==> config.mk <==
export PLATFORM = sky130hd
export DESIGN_NAME = calc_sched
export DESIGN_NICKNAME = d
export VERILOG_FILES = /design/src/rtl/calc_sched.sv
export SDC_FILE = /design/constraint.sdc
export NUM_CORES = 1
export LEC_CHECK = 0
export CAP_MARGIN = 20
export CORE_MARGIN = 2
export CORE_UTILIZATION = 36
export CTS_BUF_LIST = sky130_fd_sc_hd__clkbuf_8
export DETAILED_ROUTE_END_ITERATION = 7
export PLACE_DENSITY = 0.78
export SLEW_MARGIN = 20
export SYNTH_ARGS = -nofsm -noshare
export SYNTH_HDL_FRONTEND = slang
export SYNTH_SLANG_ARGS = --single-unit
==> constraint.sdc <==
create_clock -name clk -period 1.6 [get_ports clk]
set_input_delay 0.32 -clock clk [delete_from_list [all_inputs] [get_ports clk]]
set_output_delay 0.32 -clock clk [all_outputs]
set_load 0.01 [all_outputs]
==> src/rtl/calc_sched.sv <==
// Operation scheduler for the UART calculator: captures one parsed request, starts one
// arithmetic unit, waits for its done pulse (div-by-zero and timeout guarded), then hands the result to TX.
module calc_sched #(
  parameter int DW      = 16,
  parameter int TIMEOUT = 255
) (
  input  logic          clk,
  input  logic          rst,
  input  logic          parser_done,
  input  logic [1:0]    op,
  input  logic [DW-1:0] src1,
  input  logic [DW-1:0] src2,
  output logic          busy,
  output logic [3:0]    unit_start,
  output logic [DW-1:0] unit_src1,
  output logic [DW-1:0] unit_src2,
  input  logic [3:0]    unit_done,
  input  logic [31:0]   add_res,
  input  logic [31:0]   sub_res,
  input  logic [31:0]   mul_res,
  input  logic [31:0]   div_res,
  output logic          res_valid,
  input  logic          res_ready,
  output logic [31:0]   res_data,
  output logic [1:0]    res_err,
  output logic          req_drop
);

  // Result handshake: res_valid is a pure function of the registered state, so it never
  // depends on res_ready; a transfer happens on any clk edge where res_valid & res_ready.
  // res_data/res_err are held stable from the rise of res_valid until that transfer.

  typedef enum logic [1:0] {
    S_IDLE  = 2'd0,
    S_ISSUE = 2'd1,
    S_WAIT  = 2'd2,
    S_OUT   = 2'd3
  } state_t;

  localparam logic [15:0] TIMER_LAST = 16'(TIMEOUT - 1);
  localparam logic [1:0]  ERR_OK     = 2'b00;
  localparam logic [1:0]  ERR_DIV0   = 2'b01;
  localparam logic [1:0]  ERR_TMO    = 2'b10;

  state_t        state_q, state_d;
  logic          d1_q, d2_q;
  logic          edge_start;
  logic [1:0]    op_q;
  logic [DW-1:0] src1_q, src2_q;
  logic [15:0]   timer_q;
  logic [31:0]   res_data_q;
  logic [1:0]    res_err_q;
  logic          div_zero;
  logic          sel_done;
  logic          timer_expired;
  logic [31:0]   sel_res;

  assign edge_start    = d1_q & ~d2_q;
  assign div_zero      = (op_q == 2'd3) && (src2_q == '0);
  assign sel_done      = unit_done[op_q];
  assign timer_expired = (timer_q == TIMER_LAST);

  always_comb begin
    sel_res = add_res;
    case (op_q)
      2'd1:    sel_res = sub_res;
      2'd2:    sel_res = mul_res;
      2'd3:    sel_res = div_res;
      default: sel_res = add_res;
    endcase
  end

  always_ff @(posedge clk) begin
    if (rst) begin
      state_q <= S_IDLE;
    end else begin
      state_q <= state_d;
    end
  end

  // Done is tested before the timer so a done on the last WAIT cycle still completes.
  always_comb begin
    state_d = state_q;
    case (state_q)
      S_IDLE:  if (edge_start) state_d = S_ISSUE;
      S_ISSUE: state_d = div_zero ? S_OUT : S_WAIT;
      S_WAIT:  if (sel_done || timer_expired) state_d = S_OUT;
      S_OUT:   if (res_ready) state_d = S_IDLE;
      default: state_d = S_IDLE;
    endcase
  end

  always_comb begin
    busy       = (state_q != S_IDLE);
    res_valid  = (state_q == S_OUT);
    req_drop   = edge_start && (state_q != S_IDLE);
    unit_start = 4'b0000;
    if ((state_q == S_ISSUE) && !div_zero) begin
      unit_start = 4'b0001 << op_q;
    end
  end

  always_ff @(posedge clk) begin
    if (rst) begin
      d1_q       <= 1'b0;
      d2_q       <= 1'b0;
      op_q       <= 2'd0;
      src1_q     <= '0;
      src2_q     <= '0;
      timer_q    <= 16'd0;
      res_data_q <= 32'd0;
      res_err_q  <= ERR_OK;
    end else begin
      d1_q <= parser_done;
      d2_q <= d1_q;
      if ((state_q == S_IDLE) && edge_start) begin
        op_q   <= op;
        src1_q <= src1;
        src2_q <= src2;
      end
      case (state_q)
        S_ISSUE: begin
          timer_q <= 16'd0;
          if (div_zero) begin
            res_data_q <= 32'd0;
            res_err_q  <= ERR_DIV0;
          end
        end
        S_WAIT: begin
          timer_q <= timer_q + 16'd1;
          if (sel_done) begin
            res_data_q <= sel_res;
            res_err_q  <= ERR_OK;
          end else if (timer_expired) begin
            res_data_q <= 32'd0;
            res_err_q  <= ERR_TMO;
          end
        end
        default: begin
        end
      endcase
    end
  end

  assign unit_src1 = src1_q;
  assign unit_src2 = src2_q;
  assign res_data  = res_data_q;
  assign res_err   = res_err_q;

  // At most one unit is ever started, and a stalled result must not move.
  a_start_onehot: assert property (@(posedge clk) $onehot0(unit_start));
  a_res_stable: assert property (@(posedge clk) disable iff (rst)
    (res_valid && !res_ready) |=> (res_valid && $stable(res_data) && $stable(res_err)));

endmodule
# Yosys cells after proc, flatten, opt, wreduce, memory -nomap -nowiden

Cells that the tools add are included.

Input bits: 170
Output and inout port bits: 73
Logic and storage cells: 56
Register bits after elaboration: 88

Equality and inequality tests: 12
Reductions and logical operators: 12
Add/sub/neg operators: 1
$lt $le $gt $ge: 1
Shift-type cells: 1
Bitwise gates (word level): 2
Multiplexer cells: 18

Operator list:

| operator              | number |
|---|---|
| $mux 32               | 3 |
| $pmux 32 s3           | 1 |
| $pmux 32 s2           | 1 |
| $pmux 16 s2           | 1 |
| $add 16x1->16 const B | 1 |
| $eq 16x8->1 const B   | 1 |
| $logic_not 16->1      | 1 |
| $mux 2                | 6 |
| $eq 2x2->1 const B    | 4 |
| $pmux 2 s4            | 1 |
| $ne 2x2->1 const B    | 3 |
| $reduce_and 3->1      | 2 |
| $eq 2x1->1 const B    | 2 |
| $logic_and 1x1->1     | 4 |
| $mux 4                | 1 |
| $pmux 2 s2            | 1 |
| $reduce_bool 2->1     | 2 |
| $shl 1x2->4 const A   | 1 |
| $lt 2x3->1 const B    | 1 |
| $ne 3x3->1 const B    | 1 |
| $bmux 1 s2            | 1 |
| $logic_not 2->1       | 1 |
| $mux 1                | 2 |
| $ne 2x1->1 const B    | 1 |
| other kinds (4)       | 4 |

# Depth between registers and ports, before layout

Gate-level depths: netlist of the first run.

Depth in word-level cells: 5
Depth in mapped cells: 8
Depth with buffers taken out: 7

# Worst setup path after synthesis of the first run

Ideal clock, no wire load.

Path kind: register -> register
Start point: reg src2_q[15] (netlist: unit_src2[15])
End point: reg res_data_q[0] (netlist: res_data[0])
Setup slack: -228 ps
Setup time: 120 ps
Stages on the path, launching flop included: 6
Period minus slack after synthesis: 1828 ps
Arrival time: 1708 ps
Path buffers: 1
Required time: 1480 ps
Cell sequence: dfxtp_1 > or4_4 > o31ai_4 > nand3_4 > buf_6 > mux2i_1

Longest elaborated chain between the ends: 4

Ends and longest elaborated chain:

| item                       | line | text |
|---|---|---|
| from (decl)                | 49   | `logic [DW-1:0] src1_q, src2_q;` |
| from (signal assigned)     | 119  | `src2_q <= src2;` |
| $logic_not 16->1           | 59   | `assign div_zero = (op_q == 2'd3) && (src2_q == '0);` |
| $logic_and 1x1->1          | 59   |  |
| $ne 2x2->1 (no line)       | --   |  |
| $reduce_and 3->1 (no line) | --   |  |
| to (signal assigned)       | 132  | `res_data_q <= sel_res;` |
| to (decl)                  | 51   | `logic [31:0] res_data_q;` |

No other way between the ends.
A chain may end at the register's enable or synchronous reset.

# Final worst setup path of the first run

Start point: reg src2_q[15] (netlist: unit_src2[15])
End point: out unit_start[1]

Longest elaborated chain between the ends: 5

Ends and longest elaborated chain:

| item              | line | text |
|---|---|---|
| $logic_not 16->1  | 59   |  |
| $logic_and 1x1->1 | 59   |  |
| $logic_not 1->1   | 98   | `if ((state_q == S_ISSUE) && !div_zero) begin` |
| $logic_and 1x1->1 | 98   |  |
| $mux 4            | 98   |  |
| to (decl)         | 14   | `output logic [3:0] unit_start,` |

No other way between the ends.

==> results of run 1 <==
==> layer usage <==
metal / vias to the layer above / track usage [%] / routed length (um)
li1: 2220 / - / -
met1: 2183 / 22.29 / 5613
met2: 178 / 40.71 / 8048
met3: 29 / 5.799 / 1148
met4: 0 / 8.032 / 364
met5: - / 0 / 0
==> sequential cells by signal, summed over array words and instances, names as in the netlist <==
register and flops:
d1_q 1, res_data 32, state_q 2, res_err 2, unit_src2 16, d2_q 1, timer_q 16, op_q 2
unit_src1 16
==> worst paths after layout <==
path	endpoint
worst max-delay path	unit_start[1]
worst min-delay path	res_err[0]
worst max register to register	res_data[2]
worst min register to register	unit_src1[2]
==> cells in the mapped netlist, drive strengths merged <==
master / count
nand2: 109
nor4b: 1
dfxtp: 88
clkbuf: 22
a41o: 1
nand4: 5
a311oi: 1
or2: 2
a21oi: 39
or3: 4
xor2: 9
nor4: 4
and3: 2
a21o: 1
o21ai: 6
ha: 6
nor3: 5
mux2i: 34
xnor2: 2
a2111oi: 1
o211ai: 1
o22a: 1
nor3b: 2
mux4: 32
or4: 1
nor2: 15
inv: 6
a31oi: 2
nand3: 6
and4: 2
and2: 2
mux2: 2
and4b: 2
nor2b: 2
a211oi: 1
nand2b: 35
buf: 9
o31ai: 1
==> power by group <==
group          leakage [nW]  switching, W  internal (W)
Clock                0.0961      0.000811      0.000725
Combinational          2.87      0.000673       0.00106
Sequential            0.718     0.0000505       0.00227
==> per-stage QoR <==
stage	cell area (um2)	worst slack (ns)
after global placement	7502	-0.5155
after floorplan	4501	-0.1896
after detailed placement	7502	-0.5311
after CTS	7904	-0.5891
final	8113	-0.5092
after global routing	8113	-0.5637
==> cells by family (layout without fill, tap and decap cells) <==
logic type | count (synthesis) | after routing | synth area share, %
adders and majority gates | 6 | 6 | 1.684
muxes | 68 | 68 | 24.31
buffers and inverters | 37 | 342 | 3.734
and+or+nand+nor | 199 | 199 | 21.45
xor gates and xnor gates | 11 | 11 | 2.162
AOI/OAI and AO/OA | 55 | 55 | 7.131
DFF | 88 | 88 | 39.53
==> cell type report <==
class,count,area share [%]
clock buffers,9,1.527
clock inverters,6,0.8482
inverters,6,0.3393
multi-input cells,339,33.81
flip-flops and latches,88,21.90
well taps,168,2.591
repair buffers,321,38.99
==> worst max-delay path, cell delays in order, from the launching register on <==
cell     delay (ns)
dfxtp_2        0.33
or4_4          0.57
o31ai_4        0.22
buf_6          0.14
nor3b_1        0.04
buf_2          0.14
==> repair_timing <==
item / 4_1_cts / 5_1_grt
gates cloned: 2 / 0
setup endpoints to repair: 76 / 81
buffers inserted: 12 / 5
gates resized for setup: 91 / 55
pin swaps: 20 / 15
==> results.txt, run 1 <==
- Result of the run: finished, violations left
- The final reports fail on negative setup slack.
* CTS tree: done
- Share of post-route cells with drive strength above 1: about 24%
- X dimension of the die: ~120 um
* Effective utilization at floorplan: between 30% and 40%
- CP Launch Type: flop
- The routed design could run at a clock period as short as ~2.1 ns.
- The layout has approximately 900 filler cells.
- After layout, the worst setup slack is -0.5092 ns.
- Counting tap cells, the placed design contains a total of 906 instances.
- Synth Warn #: 0
- Summing all multi-input logic gate instances after layout gives 2743 um2.
- For this run, the total global-route usage over all layers was measured as about a fifth.
- In this run the core area contains 40 standard-cell rows.
- Pin count of the biggest net entering global routing: 40
- Final HPWL from detailed placement: roughly 12 mm
- Tracing the worst setup path back leads to its startpoint at unit_src2[15].
* Die Ht: 115.3 um
- The repair_antennas step left the layout with diodes totalling 0.
- Areal power density over the cells: around 700 nW/um2
- Largest cells by area after synthesis: dfxtp_1, mux4_2, nand2_1, mux2i_1, nand2b_1
- DR iter-0 viols: 190
- Sequential cell area: between 1500 and 2000 um2
* Most frequent cells in the layout: clkdlybuf4s50_1, nand2_1, dfxtp_1
- Cell at the root of the clock tree: clkbuf_8
- Cell count after synthesis: 464
- Synth Area per Inst: ~9.6 um2
* Length of the first detailed-routing pass in iterations: 4
- Worst Path Class, Setup: reg2out
- Number of DRC violations after detailed routing: 0
- Register-to-register path setup slack: -0.46 ns
* P&R area growth vs syn: 82.03%
* Vias in the first global route: 4842
- Leakage power total: approximately 3.7 nW
* Antenna violations before repair: 0
- Number of nets in the layout: ~940
* Relative slew slack: roughly 73%
* Final instance count without filler cells: 937
- Type of the worst min-delay path: in2reg
- For this design, the sink count on the clock tree is just under 90.
* Total length of routed wires: about 15 mm
* I/O pin cnt: between 200 and 250
- Count of unique library cells instantiated by Yosys: just over 40
* Setup-violating endpoint count in the final report: 53
* Via count: about 4600
- Along the worst hold path, the cell count comes to 3.
- IR analysis of the VDD net gives a maximum drop of 0.0003984 V.
- Static timing analysis puts the maximum clock frequency at around 0.47 GHz.
* Largest driver fanout on the critical path: 3
- Maximum clock insertion buffer count: 2
* Data required time at the worst endpoint: approximately 1.3 ns
- The number of endpoints with negative hold slack in the final report was 0.
- Number of nets with antenna violations after detailed routing: 0
* Util after Layout: between 60% and 70%
* First-pass GRT wire length: 22.72 mm
* Type of element capturing the critical path: primary output
* Number of max-slew violations in the final report: 0
- Hold timing on the final database bottoms out at a slack of around 0.4 ns.
- Data arrives at the worst endpoint at between 1.5 and 2 ns.
- Max capacitance violation total: 0
- Summed over all instances, the cell type with the most area after synthesis is dfxtp_1.
* Total die area: around 13000 um2
* Critical R2R Launch: unit_src2[15]
- Number of vias per cell after detailed routing: 4.920
- Clock slew at reported path FFs: 0.09 ns
* Worst clock skew on the final layout: between 0.01 and 0.015 ns
- In the final timing run, aggregate negative setup slack is -17.78 ns.
* Area of the mapped netlist: approximately 4500 um2
- Of the synthesized area, sequential elements account for between 30% and 40%.
- Remaining Overflow, GRT: 0
- The library cell used most frequently in the layout, excluding fill and tap cells, is clkdlybuf4s50_1.
- The congestion estimate from routability-driven global placement came to 0.8173.
* RSZ-0062 raised after global routing: yes
- Clock tree synthesis inserted a total of 9 buffers.
- Register bit count reported by yosys: 88
- Tot Pwr: approximately 0.0056 W
* Placeable Area: between 10000 and 15000 um2
- In this run the most critical hold path is launched from rst.
- At the later pin of the worst-skew pair, clock insertion delay measures between 0.3 and 0.4 ns.
- Dividing the detail-routed wire length by the instance count gives approximately 16 um.
- Fin crit share: 131.8%
- In this run the tool buffered the top-level ports with about 240 buffer cells.
- Number of nets in the synthesized netlist: 640
- Cell count of the worst reg-to-reg path: 8
* Area share of the leading cell type in the synthesized netlist: about two fifths
* Worst-margin pin slew: around 0.4 ns
- H-tree level count: 3
- After clock tree synthesis, the flow added hold-fix buffers numbering 0.
(Power assumes the default switching activity.)
==> run 2, diff against run 1 <==
- CORE_ASPECT_RATIO: default -> 0.75
- CTS_CLUSTER_DIAMETER: default -> 150
- PLACE_DENSITY: 0.78 -> 0.8
==> results.txt, run 2 (synthesized netlist as in run 1, its figures left out) <==
* Share of power burned in combinational logic: 33.4% (+2.4 points)
- STA classifies the critical path startpoint as a flop.
- The final-stage net count was 945 (+0.43%).
- Most frequent cells in the layout: clkdlybuf4s50_1, dfxtp_1, nand2_1
- CP max-delay cell: or4_4
- The number of endpoints with negative hold slack in the final report was 0 (unchanged).
* Clk pwr share: 27.9% (+0.4 points)
* GR peak layer: met2
- Critical path startpoint: unit_src2[15]
- Data required time at the worst endpoint: 1.28 ns (about the same)
* Pin count of the biggest net entering global routing: 43 (+7.5%)
* Areal power density over the cells: 694.7 nW/um2 (+0.82%)
- Clock slew at reported path FFs: 0.09 ns (about the same)
* Tot Pwr: 0.006054 W (+8.3%)
* Count of inserted antenna diode cells: 0 (unchanged)
- The clock latency on the worst-skew pair was 0.36 ns (about the same).
- The endpoint identified for the worst register-to-register timing path is res_data[12].
- The ratio of cells with drive above 1 in the final layout is 32.99% (+8.9 points).
- Type of element capturing the critical path: primary output
- CTS tree: done
* Number of buffers created by CTS: 9 (unchanged)
- The number of instances on the worst hold path is 2 (-1).
* Routability congestion estimate: 0.8404 (+2.8%)
* Number of DRC violations after detailed routing: 0 (unchanged)
* Critical path buffer and inverter count: 2 (unchanged)
* Final worst-path setup slack: -0.5284 ns (-0.01916 ns)
- RSZ-0062 raised after global routing: yes
- The static leakage power was 3.931 nW (+6.7%).
* Result of the run: finished, violations left
* Total clock sinks: 88 (unchanged)
* X dimension of the die: 132.5 um (+15%)
- The number of vias in the routed layout was 4804 (+4.2%).
- The number of antenna violations at the first check in global routing was 0 (unchanged).
* Pint: 0.004346 W (+7.2%)
* First-pass GRT wire length: 24.96 mm (+9.8%)
* Cell at the root of the clock tree: clkbuf_8
- Worst hold path endpoint: state_q[0]
- The overall overflow remaining after global route was 0 (unchanged).
- Number of cell rows: 35 (-13%)
* Dominant delay contributor by cell family on the critical path: simple AND/OR/NAND/NOR gates
* Switching component of the power: 0.001709 W (+11%)
- Number of buffer cells added on primary ports: 242 (unchanged)
- Worst clock skew on the final layout: 0.01314 ns (+0.001685 ns)
- In this run the most critical hold path is launched from rst.
- The filler cell count came to 844 (-9.0%).
- Placeable Area: 12170 um2 (+0.93%)
- By startpoint and endpoint, the worst setup path is classified as reg2out.
- Achievable frequency: 0.4698 GHz (-0.90%)
- Number of max-slew violations in the final report: 0 (unchanged)
- Worst hold-check slack: 0.2495 ns (-0.1499 ns)
- The sequential cell fraction of total power came to 38.7% (-2.8 points).
- The initial standard-cell utilization of the core was 36.61% (-0.34 points).
- Critical path cell sequence: or4_4, o31ai_4, buf_4, nor3_1, buf_2
- The number of flip-flops under the largest register name came to 32 (unchanged).
- Post-DR wirelength/cell: 19.07 um (+18%)
- The die boundary height came to 100.4 um (-13%).
* Max capacitance violation total: 0 (unchanged)
- Switching power share of the total: 28.22% (+0.76 points)
* H-tree level count: 3 (unchanged)
- The area taken by multi-input logic gates came to 3131 um2 (+14%).
- Length of the first detailed-routing pass in iterations: 4 (unchanged)
- The library cell used most frequently in the layout, excluding fill and tap cells, is clkdlybuf4s50_1.
- Sequential cell area: 1774 um2 (-0.14%)
* Cell count of the worst reg-to-reg path: 8 (unchanged)
- Number of nets with antenna violations after detailed routing: 0 (unchanged)
- GR Util All Layers: 23.64% (+2.3 points)
* Met3 Track Usage GR: 7.475% (+1.7 points)
* Fin crit share: 133.0% (+1.2 points)
* Maximum clock insertion buffer count: 2 (unchanged)
- I/O pin cnt: 243 (unchanged)
* Type of the worst min-delay path: in2reg
* Number of vias per cell after detailed routing: 5.116 (+4.0%)
- Final HPWL from detailed placement: 11.69 mm (+1.6%)
- Total die area: 13300 um2 (about the same)
- Relative slew slack: 59.39% (-14 points)
- Total length of routed wires: 17.90 mm (+18%)
- The pre-CTS setup slack is -0.5077 ns (+0.02346 ns).
- Maximum vdd drop: 0.0005380 V (+35%)
- GRT met2 Usage: 42.65% (+1.9 points)
* P&R area growth vs syn: 95.54%
* Final critical delay including setup and external delays: 2.128 ns (+0.01916 ns)
- Vias in the first global route: 4968 (+2.6%)
* Setup-violating endpoint count in the final report: 91 (+72%)
* Worst-margin pin slew: 0.6092 ns (+0.2093 ns)
- Critical path arrival: 1.81 ns (+0.02 ns)
- The maximum fanout along the worst path is 2 (-1).
- The final sum of negative setup slack was -28.20 ns (-10.43 ns).
* Longest individual stage delay on the worst path: 0.57 ns (about the same)
* Register-to-register path setup slack: -0.43 ns (+0.03 ns)
- The worst register-to-register path begins at unit_src2[15].
- DR iter-0 viols: 220 (+16%)
- The global routing met1 resource utilization is 26.89% (+4.6 points).
* Failing checks: negative setup slack
==> run 2: cell types whose count changed in the layout (fill, tap and decap cells not counted), sizes merged <==
cell / before / now
dlygate4sd2: 23 / 36
buf: 87 / 88
clkinv: 2 / 1
clkdlybuf4s50: 182 / 172
bufinv: 1 / 2
clkbuf: 9 / 12
dlymetal6s2s: 29 / 26
==> run 2: worst reg2reg max path: stages (launching register included) <==
cell and delay, ns:
dfxtp_1 0.32, or4_4 0.57, o31ai_4 0.22, buf_6 0.14
buf_4 0.09, buf_4 0.12, nand3_4 0.11, buf_12 0.18
mux2i_2 0.16
==> run 2: area by class of cell <==
| cell class | count | area share [%] |
|---|---|---|
| Inverter | 6 | 0.3446 |
| Multi-Input combinational cell | 339 | 35.92 |
| Tap cell | 166 | 2.383 |
| Timing Repair Buffer | 325 | 38.59 |
| Clock inverter | 6 | 0.9763 |
| Sequential cell | 88 | 20.36 |
| Clock buffer | 9 | 1.421 |
==> run 2: repair_timing <==
action	in CTS	in global routing
resized for setup	121	147
setup endpoints to repair	120	117
pin swaps	51	54
hold buffers	0	0
setup buffers	12	10
gates cloned	5	5
==> run 2: worst max-delay path by stage <==
| stage | depth (start not counted) | to | slack [ns] |
|---|---|---|---|
| 4_1_cts | 5 | unit_start[1] | -0.58 |
| 3_5_place_dp | 7 | res_data[26] | -0.51 |
| 6_report | 5 | unit_start[0] | -0.53 |
| 2_1_floorplan | 5 | res_data[0] | -0.19 |
| 3_3_place_gp | 4 | unit_start[3] | -0.51 |
| 5_1_grt | 5 | unit_start[0] | -0.60 |
==> run 2: per-layer routing <==
layer	routed length [um]	vias up
met5	0	-
met4	356	0
met3	1073	31
met2	9285	181
met1	7186	2362
li1	-	2230
==> run 2: power groups by stage <==
stage / clock network, W / registers, W / logic [W]
CTS: 0.00171 / 0.00232 / 0.00171
global placement: 0 / 0.00236 / 0.00150
global route: 0.00181 / 0.00235 / 0.00212
floorplan: 0 / 0.00240 / 0.000676
detailed placement: 0 / 0.00237 / 0.00154
finish: 0.00169 / 0.00234 / 0.00202
==> run 2: stage by stage <==
stage                     utilization [%]  instances  instance area [um2]
after detailed placement            61.25        895                 7457
after floorplan                         -        464                 4501
after CTS                           65.96        927                 8030
final                               71.58        939                 8715
after global routing                71.58        939                 8715
after global placement              61.25        895                 7457
